--- src/rtl/uc_pkg.sv ---
// Shared definitions for the CPU control unit: opcode classes and FSM states.
package uc_pkg;

  // Bit of the opcode that marks an ALU instruction; ALUOp sits just below it.
  localparam int ALU_BIT = 5;

  // Opcode classes, compared against opcode[5:2] (opcode[1:0] are don't-care).
  localparam logic [3:0] OP_LI   = 4'b0000;
  localparam logic [3:0] OP_J    = 4'b0001;
  localparam logic [3:0] OP_JZ   = 4'b0010;
  localparam logic [3:0] OP_JNZ  = 4'b0011;
  localparam logic [3:0] OP_JC   = 4'b0100;
  localparam logic [3:0] OP_JNC  = 4'b0101;
  localparam logic [3:0] OP_SKZ  = 4'b0110;
  localparam logic [3:0] OP_HALT = 4'b0111;

  typedef enum logic {
    RUN  = 1'b0,
    HALT = 1'b1
  } uc_state_t;

endpackage

--- src/rtl/uc_decode.sv ---
// Combinational opcode decoder: maps (opcode, registered flags) to the
// datapath control lines. Run/halt and reset gating live in uc_fsm.
module uc_decode
  import uc_pkg::*;
(
  input  logic [5:0] opcode,
  input  logic       zf,
  input  logic       cf,
  output logic       s_skip,
  output logic       s_inc,
  output logic       s_inm,
  output logic       we,
  output logic [2:0] alu_op
);

  // Decode one instruction; sequential fetch with no write is the default.
  always_comb begin
    s_skip = 1'b0;
    s_inc  = 1'b1;
    s_inm  = 1'b0;
    we     = 1'b0;
    alu_op = 3'b000;
    if (opcode[ALU_BIT]) begin
      alu_op = opcode[4:2];
      we     = 1'b1;
    end else begin
      case (opcode[5:2])
        OP_LI: begin
          s_inm = 1'b1;
          we    = 1'b1;
        end
        OP_J:    s_inc = 1'b0;
        OP_JZ:   s_inc = !zf;
        OP_JNZ:  s_inc = zf;
        OP_JC:   s_inc = !cf;
        OP_JNC:  s_inc = cf;
        OP_SKZ:  s_skip = zf;
        // HALT word carries offset 0, so taking the relative path holds the PC.
        OP_HALT: s_inc = 1'b0;
        default: ;
      endcase
    end
  end

endmodule

--- src/rtl/uc_fsm.sv ---
// CPU control unit: flag register, run/halt state machine, saturating
// retired-instruction counter, and gating of the decoder outputs.
module uc_fsm
  import uc_pkg::*;
#(
  parameter int CNT_W = 16
) (
  input  logic             clk,
  input  logic             reset,
  input  logic [5:0]       opcode,
  input  logic             zero,
  input  logic             carry,
  output logic             s_skip,
  output logic             s_inc,
  output logic             s_inm,
  output logic             we,
  output logic [2:0]       ALUOp,
  output logic             zf,
  output logic             cf,
  output logic             halted,
  output logic [CNT_W-1:0] instr_count,
  output uc_state_t        dbg_state
);

  uc_state_t        state_q, state_d;
  logic             zf_q, zf_d;
  logic             cf_q, cf_d;
  logic [CNT_W-1:0] cnt_q, cnt_d;

  logic       dec_skip, dec_inc, dec_inm, dec_we;
  logic [2:0] dec_alu_op;

  uc_decode u_decode (
    .opcode (opcode),
    .zf     (zf_q),
    .cf     (cf_q),
    .s_skip (dec_skip),
    .s_inc  (dec_inc),
    .s_inm  (dec_inm),
    .we     (dec_we),
    .alu_op (dec_alu_op)
  );

  // Next-state logic: flags latch on ALU ops, counter saturates, HALT is sticky.
  always_comb begin
    state_d = state_q;
    zf_d    = zf_q;
    cf_d    = cf_q;
    cnt_d   = cnt_q;
    if (state_q == RUN) begin
      if (opcode[ALU_BIT]) begin
        zf_d = zero;
        cf_d = carry;
      end
      if (cnt_q != {CNT_W{1'b1}}) begin
        cnt_d = cnt_q + CNT_W'(1);
      end
      if (opcode[5:2] == OP_HALT) begin
        state_d = HALT;
      end
    end
  end

  // State, flag and counter registers with asynchronous active-low reset.
  always_ff @(posedge clk or negedge reset) begin
    if (!reset) begin
      state_q <= RUN;
      zf_q    <= 1'b0;
      cf_q    <= 1'b0;
      cnt_q   <= '0;
    end else begin
      state_q <= state_d;
      zf_q    <= zf_d;
      cf_q    <= cf_d;
      cnt_q   <= cnt_d;
    end
  end

  // Output gating: reset forces safe sequential fetch at once, HALT holds the PC.
  always_comb begin
    s_skip = 1'b0;
    s_inc  = 1'b1;
    s_inm  = 1'b0;
    we     = 1'b0;
    ALUOp  = 3'b000;
    if (reset) begin
      if (state_q == RUN) begin
        s_skip = dec_skip;
        s_inc  = dec_inc;
        s_inm  = dec_inm;
        we     = dec_we;
        ALUOp  = dec_alu_op;
      end else begin
        s_inc = 1'b0;
      end
    end
  end

  assign zf          = zf_q;
  assign cf          = cf_q;
  assign halted      = (state_q == HALT);
  assign instr_count = cnt_q;
  assign dbg_state   = state_q;

endmodule

--- config.mk ---
export PLATFORM = sky130hd
export DESIGN_NAME = uc_fsm
export DESIGN_NICKNAME = d
export VERILOG_FILES = /design/src/rtl/uc_pkg.sv /design/src/rtl/uc_decode.sv /design/src/rtl/uc_fsm.sv
export SDC_FILE = /design/constraint.sdc
export NUM_CORES = 1
export LEC_CHECK = 0
export ABC_AREA = 1
export ABC_CLOCK_PERIOD_IN_PS = 1800
export CAP_MARGIN = 0
export CORE_AREA = 2 2 64 51
export DETAILED_ROUTE_END_ITERATION = 16
export DIE_AREA = 0 0 66 53
export MAX_ROUTING_LAYER = met4
export PLACE_DENSITY = 0.76
export SLEW_MARGIN = 15
export SYNTH_ARGS = -nofsm -noshare
export SYNTH_HDL_FRONTEND = slang
export SYNTH_SLANG_ARGS = --single-unit
--- constraint.sdc ---
create_clock -name clk -period 1.8 [get_ports clk]
set_input_delay 0.36 -clock clk [delete_from_list [all_inputs] [get_ports clk]]
set_output_delay 0.36 -clock clk [all_outputs]
set_load 0.005 [all_outputs]
==> results of run 1 <==
worst max-delay path, cell delays in order (launching register included):
cell	delay [ps]
dfrtp_1	410
buf_4	150
buf_4	130
clkdlybuf4s50_1	440
power by group through the flow:
stage | sequential (W) | combinational [W] | clock [W]
6_report | 0.000431 | 0.0000603 | 0.000305
5_1_grt | 0.000432 | 0.0000671 | 0.000332
4_1_cts | 0.000431 | 0.0000577 | 0.000315
3_5_place_dp | 0.000440 | 0.0000571 | 0
3_3_place_gp | 0.000439 | 0.0000566 | 0
2_1_floorplan | 0.000440 | 0.0000119 | 0
sequential cells by signal, indices dropped and copies added (netlist names):
register / count
instr_count: 16
cf: 1
dbg_state: 1
zf: 1
per-stage QoR:
| stage | worst slack [ps] | hold slack [ps] |
|---|---|---|
| final | 54.1 | 289 |
| after global routing | 0.676 | 311 |
| after CTS | 1.63 | 267 |
| after detailed placement | -410 | 537 |
| after global placement | -407 | 533 |
| after floorplan | 291 | 64.4 |
layout make-up:
cell class                      count  area [um2]  area share, %
Multi-Input combinational cell    141         719           39.3
Sequential cell                    19         475           26.0
Timing Repair Buffer               52         474           25.9
Inverter                           18        67.6           3.69
Tap cell                           38        47.5           2.60
Clock buffer                        3        41.3           2.26
Clock inverter                      1        5.00          0.273
path summary, 6_finish.rpt:
kind	startpoint	to	slack, ps
max in group asynchronous	reset	instr_count[14]	1280
worst min-delay path	reset	dbg_state	290
worst max-delay path	dbg_state	dbg_state	50
min in group clk	opcode[5]	dbg_state	470
worst max register to register	instr_count[0]	instr_count[10]	220
worst min register to register	cf	cf	550
layer usage:
layer / GRT usage, % / share of wire, %
met5: - / 0
met4: 4.76 / 0.79
met3: 4.47 / 7.3
met2: 35.0 / 44
met1: 28.2 / 48
what timing repair did:
item | 4_1_cts | 5_1_grt
endpoints found under the setup margin | 7 | 4
pin swaps | 1 | 1
setup buffers | 5 | 2
resized for setup | 20 | 4
cells in the final DEF, fill, tap and decap left out:
cell             instances
nor2_4                   2
o21ai_2                  8
clkdlybuf4s50_1         22
dlymetal6s2s_1           1
o21ai_1                  1
ha_1                     1
nor3_1                   1
nor2_2                   2
buf_4                   17
clkbuf_8                 3
mux2_2                   1
inv_1                   16
xnor2_1                  2
nand4_1                  5
dfrtp_1                 19
o31ai_1                  1
nand2_2                 11
inv_2                    2
dlygate4sd2_1            9
a21boi_0                 1
o21ai_0                  5
xor2_1                   2
buf_12                   1
o21ai_4                  1
nand2_1                 64
o41ai_1                  1
clkinv_2                 1
nand2_4                  1
nor2_1                  21
nand3_1                 10
clkbuf_2                 1
clkdlybuf4s15_1          1
cells by family (layout without fill, tap and decap cells):
group,after synthesis,in the layout,synth area share [%]
compound gates,18,18,10.6
flops,19,19,36.9
simple gates,117,117,39.5
fa+ha+maj,1,1,0.972
mux,1,1,0.875
buf+inv,22,74,8.45
xor+xnor,4,4,2.72
==> results.json, run 1 <==
{
  "outcome": "finished, final reports clean",
  "coreArea_um2": 2850,
  "place_area_um2": 1730,
  "cts.sinks": 19,
  "final_layout_size_suffix_gt1_share_pct": 21.8,
  "synth_top_area_share_pct": 36.9,
  "wl_per_cell_um": 11.6,
  "floorplan.rows": 17,
  "cellLeakagePower_nw": 0.858,
  "timing.slew.headroom_pct": 76.2,
  "vias": 1333,
  "ant_nets": 0,
  "synth_flop_cell": "dfrtp_1",
  "start_util_pct": 45.2,
  "gp_congestion": 0.874,
  "cts_buffers": 3,
  "synth.distinct_cells": 23,
  "diodes": 0,
  "finalPower_w": 0.000796,
  "worst_setup_path_end_kind": "primary output",
  "grt_usage_pct": 21.6,
  "rsz0062_at_grt": "no",
  "drcViolationCount": 0,
  "p_int_w": 0.000613,
  "seq_area_frac_synth_pct": 36.9,
  "skew_ps": 7.89,
  "cap_violations": 0,
  "die_h_um": 53,
  "htreeDepth": 1,
  "post-synth-top-count-cell": "nand2_1",
  "syn_inst": 182,
  "timing_worst_setup_path_type": "reg -> out",
  "cts.clk_slew.worst_paths_ps": 70,
  "grt_pass1_vias": 1262,
  "fp.dieW_um": 66,
  "drt-total-wl_mm": 3.16,
  "netSwitchingFraction_pct": 22.9,
  "firstDrtPassIters": 4,
  "finalMaxSlewViolations": 0,
  "syn_nets": 193,
  "fin_util_pct": 64.2,
  "final_area_um2": 1830,
  "layout_min_cycle_time_ps": 1750,
  "reg2reg_depth": 9,
  "switching_power_w": 0.000183,
  "max_freq_mhz": 573,
  "vdd_drop_max_mv": 0.315,
  "clk_latency_ps": 260,
  "avgSynthCellArea_um2": 7.07,
  "post_drt_via_cell_ratio": 4.90,
  "stdcell_count": 272,
  "fin_crit_sh_pct": 97.0,
  "syn_to_final_growth_pct": 42.2,
  "cts_hold_buf": 0,
  "drt_iter0_markers": 60,
  "synth_warnings": 0,
  "grt_max_degree": 16,
  "power_density_nw_per_um2": 435,
  "ios": 37,
  "hp-class": "in -> async",
  "combPwrFrac_pct": 7.6,
  "seq_power_share_pct": 54.1,
  "cp.arrival_ps": 1390,
  "dieArea_um2": 3500,
  "synth_edf_count": 0,
  "critical_path_required_ps": 1440,
  "dp_cells": 261,
  "worstMarginPinSlew_ps": 356,
  "root_buffer": "clkbuf_8",
  "hpwl_mm": 2.35,
  "cp_max_fo": 3,
  "finalSetupTns_ps": 0,
  "synth_seq_cells": 19,
  "synth_area_leaders": "dfrtp_1, nand2_1, nor2_1, inv_1, o21ai_2",
  "layout.nets": 246,
  "tritoncts": "done",
  "antenna_found_initial": 0,
  "globalRouteOverflowTotal": 0,
  "finalHoldViolCount": 0,
  "synth_common_cells": "nand2_1, nor2_1, dfrtp_1, inv_1, nand3_1",
  "syn_area_um2": 1290,
  "setup_viol": 0,
  "grt_pass1_wl_mm": 5.58,
  "worstSetupStartpointType": "register",
  "clockBufferDepth": 2,
  "final.fill_count": 279,
  "async_reset_ff_share_pct": 100,
  "portBuffers": 34,
  "clkPwrFrac_pct": 38.3,
  "synth_top_cell_by_area": "dfrtp_1"
}
(Power assumes the default switching activity.)
==> run 2: changes to the inputs <==
Settings changed: TNS_END_PERCENT from default to 30.
==> run 2 against run 1 <==
Critical path depth grew 6. Global-route usage stayed put. Register-to-register slack barely moved. Sequential share of layout area grew 0.50 points. Flip-flop and latch count unchanged. First-iteration DRC count rose by 5.0%. Highest routed layer unchanged. Clock power hardly changed.
==> results.json, run 2 (synthesis results as in run 1) <==
{
  "htreeDepth": 1,
  "clockBufferDepth": 2,
  "crit_path_start": "opcode[3]",
  "gp_congestion": 0.874,
  "fin_crit_sh_pct": 93.9,
  "portBuffers": 34,
  "outcome": "finished, final reports clean",
  "finalHoldViolCount": 0,
  "vias": 1336,
  "vdd_drop_max_mv": 0.314,
  "start_util_pct": 45.2,
  "post_drt_via_cell_ratio": 4.99,
  "power_density_nw_per_um2": 441,
  "clk_latency_ps": 260,
  "hp-class": "in -> async",
  "cts_buffers": 3,
  "tritoncts": "done",
  "cellLeakagePower_nw": 0.838,
  "worstSetupStartpointType": "input port",
  "grt_usage_pct": 21.6,
  "ant_nets": 0,
  "critPathTopFamily": "buffers and inverters",
  "critical_path_required_ps": 1440,
  "r2r-start": "instr_count[0]",
  "final_common_cell": "nand2_1",
  "dp_cells": 261,
  "largest_reg_flops": 16,
  "path_cells": "dlygate4sd2_1 > inv_2 > nand2_1 > o21ai_2 > nand2_1 > nand3_1 > nand3_1 > nand2_1 > dlygate4sd2_1",
  "rsz0062_at_grt": "no",
  "cp.arrival_ps": 1330,
  "die_h_um": 53,
  "layout_min_cycle_time_ps": 1690,
  "floorplan.rows": 17,
  "antenna_found_initial": 0,
  "grt_pass1_wl_mm": 5.56,
  "fp.dieW_um": 66,
  "max_stage_delay_ps": 260,
  "firstDrtPassIters": 4,
  "coreArea_um2": 2850,
  "crit_slowest_cell": "dlygate4sd2_1",
  "max_freq_mhz": 592,
  "stdcell_count": 268,
  "final.fill_count": 288,
  "timing.slew.headroom_pct": 75.1,
  "timing.critical_path.buf_inv": 3,
  "hpwl_mm": 2.35,
  "worstMarginPinSlew_ps": 372,
  "path_common_cell": "nand2_1",
  "skew_ps": 6.99,
  "mostFrequentLayoutCells": "nand2_1, clkdlybuf4s50_1, nor2_1, dfrtp_1, inv_1",
  "hold_ws_ps": 278,
  "worst_setup_path_end_kind": "primary output",
  "cts.sinks": 19,
  "cp_max_fo": 3,
  "setup_viol": 0,
  "dieArea_um2": 3500,
  "finalMaxSlewViolations": 0,
  "root_buffer": "clkbuf_8",
  "grt_pass1_vias": 1253,
  "timing_worst_setup_path_type": "in -> out",
  "cts.clk_slew.worst_paths_ps": 70,
  "drt_iter0_markers": 63,
  "wl_per_cell_um": 11.9,
  "drt-total-wl_mm": 3.18,
  "globalRouteOverflowTotal": 0,
  "cap_violations": 0,
  "r2r_slack_ps": 210,
  "diodes": 0,
  "layout.nets": 242,
  "final_layout_size_suffix_gt1_share_pct": 20.4,
  "drcViolationCount": 0,
  "fin_util_pct": 63.2,
  "grt_max_degree": 16,
  "cts_hold_buf": 0,
  "ios": 37,
  "syn_to_final_growth_pct": 39.8
}
run 2: changes by cell type in the layout (fill, tap and decap cells not counted):
| cell | change |
|---|---|
| dlygate4sd2_1 | +1 |
| nand2_2 | -1 |
| nand2_1 | +1 |
| buf_4 | -4 |
| dfrtp_2 | +1 |
| dfrtp_1 | -1 |
| inv_2 | -1 |
| clkdlybuf4s15_1 | -1 |
| inv_4 | +1 |
run 2: repair_timing:
| action | CTS | global route |
|---|---|---|
| pin swaps | 1 | 0 |
| buffers inserted | 3 | 0 |
| endpoints found under the setup margin | 7 | 2 |
| resized for setup | 19 | 5 |
run 2: path summary, 6_finish.rpt:
path	endpoint	depth (start not counted)
min in group clk	dbg_state	2
max reg2reg	instr_count[10]	9
max in group asynchronous	instr_count[14]	2
min reg2reg	cf	1
min	dbg_state	2
max	s_inc	9
run 2: routing by layer:
metal | vias up | routed length, um | track usage (%)
met5 | - | 0 | -
met4 | 0 | 27 | 4.76
met3 | 6 | 239 | 4.47
met2 | 47 | 1440 | 35.5
met1 | 611 | 1470 | 27.8
li1 | 672 | - | -
run 2: area by class of cell:
class	instances	area (um2)	share of cell area [%]
clock inverters	1	5.00	0.278
inverters	18	70.1	3.89
well taps	38	47.5	2.64
clock buffers	3	41.3	2.29
multi-input cells	141	717	39.8
flip-flops and latches	19	477	26.5
repair buffers	48	443	24.6
run 2: per-stage QoR:
| step | cell area, um2 | setup TNS [ps] | setup WS (ps) | total power [W] |
|---|---|---|---|---|
| finish | 1800 | 0 | 110 | 0.000795 |
| global route | 1800 | 0 | 18.7 | 0.000828 |
| CTS | 1800 | -56.0 | -56.0 | 0.000804 |
| detailed placement | 1730 | -2440 | -410 | 0.000497 |
| global placement | 1730 | -2290 | -407 | 0.000496 |
| floorplan | 1290 | 0 | 291 | 0.000451 |
run 2: report_power, final:
group          total (W)  internal, W  leakage (nW)  switching, W
registers       0.000431     0.000429         0.256    0.00000201
clock network   0.000306     0.000154        0.0255      0.000151
logic          0.0000580    0.0000284         0.557     0.0000297
total           0.000795     0.000612         0.838      0.000183
==> run 3: changes to the inputs <==
Settings changed: CAP_MARGIN 0 to 10.
==> results of run 3 <==
No change in the layout: final DEF, timing and power equal those of run 2.
